==> config.mk <==
export PLATFORM = sky130hd
export DESIGN_NAME = gpu_clut_cache_ctrl
export DESIGN_NICKNAME = d
export VERILOG_FILES = /design/src/rtl/gpu_clut_cache_ctrl.sv
export SDC_FILE = /design/constraint.sdc
export NUM_CORES = 1
export LEC_CHECK = 0
export CORE_MARGIN = 5
export CORE_UTILIZATION = 40
export DETAILED_ROUTE_END_ITERATION = 16
export PLACE_DENSITY = 0.7
export SKIP_LAST_GASP = 1
export SYNTH_ARGS = -nofsm -noshare
export SYNTH_HDL_FRONTEND = slang
export SYNTH_SLANG_ARGS = --single-unit
==> constraint.sdc <==
create_clock -name i_clk -period 3.5 [get_ports i_clk]
set_input_delay 0.7 -clock i_clk [delete_from_list [all_inputs] [get_ports i_clk]]
set_output_delay 0.7 -clock i_clk [all_outputs]
set_load 0.01 [all_outputs]
==> src/rtl/gpu_clut_cache_ctrl.sv <==
// CLUT tag cache and palette-load sequencer for the texture path.
// Ports: request (clut/depth) in, done (slot/hit) out, packet fetch out, busy.
module gpu_clut_cache_ctrl #(
  parameter int NUM_SLOTS = 4,
  parameter int SLOT_W    = 2,
  parameter int PKT_8BPP  = 16
) (
  input  logic              i_clk,
  input  logic              i_nrst,
  input  logic              i_flush,
  input  logic              i_reqValid,
  output logic              o_reqReady,
  input  logic [14:0]       i_reqClut,
  input  logic              i_req8BPP,
  output logic              o_doneValid,
  output logic [SLOT_W-1:0] o_doneSlot,
  output logic              o_doneHit,
  output logic              o_memReqValid,
  input  logic              i_memReqReady,
  output logic [14:0]       o_memAdr,
  output logic [3:0]        o_memBlock,
  output logic [SLOT_W-1:0] o_memSlot,
  input  logic              i_pktDone,
  output logic              o_busy
);

  typedef enum logic [1:0] {
    IDLE,
    ISSUE,
    WAIT,
    DONE
  } state_e;

  state_e state_q, state_d;

  logic [NUM_SLOTS-1:0] vld_q, vld_d;
  logic [NUM_SLOTS-1:0] tag_is8_q, tag_is8_d;
  logic [14:0]          tag_clut_q [NUM_SLOTS];
  logic [14:0]          tag_clut_d [NUM_SLOTS];

  logic [SLOT_W-1:0] rr_q, rr_d;
  logic [14:0]       clut_q, clut_d;
  logic              is8_q, is8_d;
  logic [SLOT_W-1:0] victim_q, victim_d;
  logic [4:0]        rem_q, rem_d;
  logic              fseen_q, fseen_d;
  logic              dvld_q, dvld_d;
  logic              dhit_q, dhit_d;
  logic [SLOT_W-1:0] dslot_q, dslot_d;

  logic [NUM_SLOTS-1:0] live;
  logic [NUM_SLOTS-1:0] hit_vec;
  logic [NUM_SLOTS-1:0] upg_vec;
  logic [NUM_SLOTS-1:0] free_vec;
  logic [3:0]           blk;

  function automatic logic [SLOT_W-1:0] lowest(
    input logic [NUM_SLOTS-1:0] v
  );
    lowest = '0;
    for (int i = NUM_SLOTS - 1; i >= 0; i--) begin
      if (v[i]) lowest = SLOT_W'(i);
    end
  endfunction

  // A flush in the accept cycle wins, so lookup sees empty tags.
  always_comb begin
    live     = i_flush ? '0 : vld_q;
    hit_vec  = '0;
    upg_vec  = '0;
    free_vec = '0;
    for (int i = 0; i < NUM_SLOTS; i++) begin
      hit_vec[i]  = live[i]
                  & (tag_clut_q[i] == i_reqClut)
                  & (tag_is8_q[i] | ~i_req8BPP);
      upg_vec[i]  = live[i]
                  & (tag_clut_q[i] == i_reqClut)
                  & ~tag_is8_q[i];
      free_vec[i] = ~live[i];
    end
  end

  always_comb begin
    state_d    = state_q;
    vld_d      = vld_q;
    tag_is8_d  = tag_is8_q;
    tag_clut_d = tag_clut_q;
    rr_d       = rr_q;
    clut_d     = clut_q;
    is8_d      = is8_q;
    victim_d   = victim_q;
    rem_d      = rem_q;
    fseen_d    = fseen_q;
    dvld_d     = 1'b0;
    dhit_d     = 1'b0;
    dslot_d    = '0;

    if (i_flush) begin
      vld_d = '0;
      rr_d  = '0;
      if (state_q != IDLE) fseen_d = 1'b1;
    end

    unique case (state_q)
      IDLE: begin
        if (i_reqValid) begin
          if (|hit_vec) begin
            dvld_d  = 1'b1;
            dhit_d  = 1'b1;
            dslot_d = lowest(hit_vec);
          end else begin
            if (|upg_vec) begin
              victim_d = lowest(upg_vec);
            end else if (|free_vec) begin
              victim_d = lowest(free_vec);
            end else begin
              victim_d = rr_q;
              rr_d     = rr_q + 1'b1;
            end
            vld_d[victim_d] = 1'b0;
            clut_d  = i_reqClut;
            is8_d   = i_req8BPP;
            rem_d   = i_req8BPP ? 5'(PKT_8BPP) : 5'd1;
            fseen_d = 1'b0;
            state_d = ISSUE;
          end
        end
      end
      ISSUE: begin
        if (i_memReqReady) state_d = WAIT;
      end
      WAIT: begin
        if (i_pktDone) begin
          rem_d   = rem_q - 5'd1;
          state_d = (rem_q == 5'd1) ? DONE : ISSUE;
        end
      end
      DONE: begin
        vld_d[victim_q]      = ~(fseen_q | i_flush);
        tag_clut_d[victim_q] = clut_q;
        tag_is8_d[victim_q]  = is8_q;
        state_d              = IDLE;
      end
      default: state_d = IDLE;
    endcase
  end

  always_ff @(posedge i_clk) begin
    if (!i_nrst) begin
      state_q  <= IDLE;
      vld_q    <= '0;
      rr_q     <= '0;
      clut_q   <= '0;
      is8_q    <= 1'b0;
      victim_q <= '0;
      rem_q    <= '0;
      fseen_q  <= 1'b0;
      dvld_q   <= 1'b0;
      dhit_q   <= 1'b0;
      dslot_q  <= '0;
    end else begin
      state_q  <= state_d;
      vld_q    <= vld_d;
      rr_q     <= rr_d;
      clut_q   <= clut_d;
      is8_q    <= is8_d;
      victim_q <= victim_d;
      rem_q    <= rem_d;
      fseen_q  <= fseen_d;
      dvld_q   <= dvld_d;
      dhit_q   <= dhit_d;
      dslot_q  <= dslot_d;
    end
  end

  // Tag payload is qualified by vld_q, so it needs no reset.
  always_ff @(posedge i_clk) begin
    tag_clut_q <= tag_clut_d;
    tag_is8_q  <= tag_is8_d;
  end

  // Block = remaining-1; 16 wraps to 0 in 4 bits, giving 15.
  assign blk = rem_q[3:0] - 4'd1;

  assign o_reqReady    = (state_q == IDLE);
  assign o_busy        = (state_q != IDLE);
  assign o_memReqValid = (state_q == ISSUE);
  assign o_memBlock    = o_memReqValid ? blk : 4'd0;
  assign o_memSlot     = o_memReqValid ? victim_q : '0;
  // X wraps within the 64-entry row; Y is never carried.
  assign o_memAdr      = o_memReqValid
                       ? {clut_q[14:6], clut_q[5:0] + {2'b00, blk}}
                       : 15'd0;
  assign o_doneValid   = dvld_q | (state_q == DONE);
  assign o_doneSlot    = (state_q == DONE) ? victim_q : dslot_q;
  assign o_doneHit     = dhit_q;

endmodule

==> flow_summary.yaml <==
power:
  peakVddDrop_v: 0.000352
  leakagePower_nw: 2.19
  pwr_density_cell_nw_per_um2: 567
  fin_total_pwr_w: 0.00342
worst_setup_path:
  cp-start-kind: "register"
  crit_arrival_ns: 2.63
  crit_path_end_kind: "primary output"
  reg2regPathDepth: 7
  crit_buf_inv: 2
  crit_chain: "inv_1 > ha_4 > xor2_2 > ha_1 > a21o_1 > a21oi_1 > xnor2_1 > and2_1 > clkdlybuf4s50_1"
  rrSetupSlack_ns: 0.99
  path_class: "reg2out"
  crit_family: "buffers and inverters"
  cp_slowest_stage_delay_ns: 0.54
  rr_endpoint: "rem_q[0]$_SDFFE_PN0P_"
  cp_max_fo: 4
  crit_slowest_cell: "clkdlybuf4s50_1"
  r2r_start: "tag_clut_q[39]$_DFFE_PP_"
  cp.required_ns: 2.80
sta:
  max_freq_mhz: 300
  setup_tns_ns: 0
  tightestPinTransition_ns: 1.00
  fin_crit_ns: 3.33
  relSlewSlack: 0.333
  worst_hold_slack_ns: 0.505
  rsz0062_at_grt: "false"
  fin_crit_sh: 0.952
  slew_viol_final: 0
  final-hold-violation-count: 0
  setup_viol: 0
  finalClockSkew_ns: 0.00729
final_layout:
  synthToLayoutAreaGrowth_pct: 17.4
  layout-drive-gt1-share: 0.112
  nNetsFinal: 512
  layout_common_cells: "edfxtp_1, clkdlybuf4s50_1, xor2_1, dfxtp_1, nor2_1"
  n_fill_cell: 1167
  final_common_cell: "edfxtp_1"
  fin_area_um2: 6040
  antennaDiodeCount: 0
  final_cells: 656
logic_synthesis:
  syn_nets: 471
  synth-xor-area-share: 0.119
  synth_compound_area_frac: 0.0814
  yosys-top-cells-area: "edfxtp_1, dfxtp_1, xor2_1, mux2i_1, nor4_1"
  synth_cells: 438
  ys_ff_latch: 99
  synth_top_family_by_area: "simple AND/OR/NAND/NOR gates"
  yosysUniqueCellTypes: 62
  netlist_area_um2: 5150
  yosysTopAreaCellShare: 0.373
  synthAdderAreaFrac: 0.0282
  ys_warn_count: 0
  yosysSeqAreaShare: 0.509
  synth.mux.area_fraction: 0.0411
  yosys.area.top_type: "edfxtp_1"
  synthFlopType: "edfxtp_1"
  synth_simple_gate_area_frac: 0.163
  synth_edf_count: 64
  synthArstFlopShare: 0
  avgSynthCellArea_um2: 11.8
hold_path:
  holdPathEnd: "rr_q[1]$_SDFF_PN0_"
  holdCritStartpoint: "rr_q[1]$_SDFF_PN0_"
  hp-class: "reg2reg"
  min_delay_path_depth: 2
floorplan:
  die_h_um: 123
  fp.dieW_um: 123
  die-area_um2: 15200
  coreArea_um2: 12600
  pin_count: 50
  num_rows: 41
  start_util: 0.408
outcome:
  status: "finished, final reports clean"
detailed_routing:
  first_iter_violations: 243
  finalWirelength_um: 12100
  dr.pass1.iters: 5
  num_vias: 3500
  wl_per_cell_um: 18.5
  post_drt_via_cell_ratio: 5.34
  drc: 0
  ant_nets: 0
placement:
  dp.cells: 640
  post-dp-hpwl_um: 8770
  placed_area_um2: 5720
  gp_congestion: 0.889
  port_buffers: 49
clock_tree:
  clkSinkCount: 99
  cts-root-buf: "clkbuf_16"
  insertion_delay_ns: 0.34
  clkTransAtPathRegs_ns: 0.07
  cts_buffer_depth: 2
  cts_tree: "yes"
  cts_hold_buffers: 0
  cts_buffers: 9
  htree_levels: 3
grt:
  grt_antenna_before_repair: 0
  gr-total-overflow: 0
  track_usage: 0.163
  grt_first_pass_wirelength_um: 18700
  grt_pass1_vias: 3391
  grt_max_degree: 25
flow_run:
  max_cap_viol_count: 0
worst reg2reg max path, delay by kind of cell, from the launching register on:
family | cells | cell delay [ns]
DFF | 1 | 0.38
AOI/OAI and AO/OA | 4 | 1.07
xor gates and xnor gates | 1 | 0.19
and+or+nand+nor | 2 | 0.77
cell families after synthesis:
group,count (synthesis)
muxes,21
adders and majority gates,11
DFF,99
xor gates and xnor gates,65
and+or+nand+nor,142
AOI/OAI and AO/OA,54
buffers and inverters,46
how the worst max path moves through the flow:
stage,from,end,slack [ns],depth (start not counted)
2_1_floorplan,rem_q[0]$_SDFFE_PN0P_,o_memAdr[5],0.83,10
3_3_place_gp,rem_q[0]$_SDFFE_PN0P_,o_memAdr[5],0.18,11
3_5_place_dp,rem_q[0]$_SDFFE_PN0P_,o_memAdr[5],0.11,11
4_1_cts,rem_q[0]$_SDFFE_PN0P_,o_memAdr[4],0.09,9
5_1_grt,rem_q[1]$_SDFFE_PN0P_,o_memAdr[4],0.01,9
6_report,rem_q[1]$_SDFFE_PN0P_,o_memAdr[4],0.17,9
metrics by stage:
stage / utilization / setup WS [ns]
floorplan: - / 0.831
global placement: 0.454 / 0.182
detailed placement: 0.454 / 0.106
CTS: 0.478 / 0.0900
global route: 0.479 / 0.00980
finish: 0.479 / 0.168
synthesized netlist by cell type (5+ instances only):
cell,instances
edfxtp_1,64
xor2_1,47
dfxtp_1,35
nor2_1,29
nor4_1,21
mux2i_1,20
inv_1,18
and2_1,17
nand2_1,14
nand4_1,12
o21ai_0,12
xnor2_1,12
buf_6,11
nor2b_1,11
a21oi_1,10
ha_1,10
clkbuf_1,9
buf_4,6
xnor2_2,6
nand2b_1,5
nor3_1,5
nor3b_1,5
sequential cells by signal (all words and copies together), names as in the netlist:
| signal | cells |
|---|---|
| o_doneHit | 1 |
| dslot_q | 2 |
| tag_clut_q | 60 |
| rem_q | 5 |
| state_q | 2 |
| vld_q | 4 |
| victim_q | 2 |
| clut_q | 15 |
| rr_q | 2 |
| is8_q | 1 |
| fseen_q | 1 |
| tag_is8_q | 4 |
layout make-up:
class | instances | area (um^2) | area share
Multi-Input combinational cell | 293 | 2250 | 0.373
Timing Repair Buffer | 58 | 582 | 0.0963
Sequential cell | 99 | 2620 | 0.434
Tap cell | 172 | 215 | 0.0356
Clock inverter | 6 | 72.6 | 0.0120
Inverter | 18 | 67.6 | 0.0112
Clock buffer | 10 | 229 | 0.0379
timing repair:
action	CTS	global route
endpoints found under the setup margin	2	1
buffers inserted	0	0
gates resized for setup	4	2
metal layers:
| layer | global-route usage | share of wire |
|---|---|---|
| met3 | 0.0256 | 0.054 |
| met1 | 0.238 | 0.48 |
| met4 | 0.0408 | 0.0090 |
| met2 | 0.253 | 0.46 |
| met5 | 0 | 0 |
power by group:
group	internal [W]	leakage [nW]	switching, W
clock network	0.000562	0.144	0.000431
logic	0.000474	1.17	0.000535
registers	0.00134	0.875	0.0000837
total	0.00237	2.19	0.00105
No activity file was read; power rests on OpenSTA's default activity.
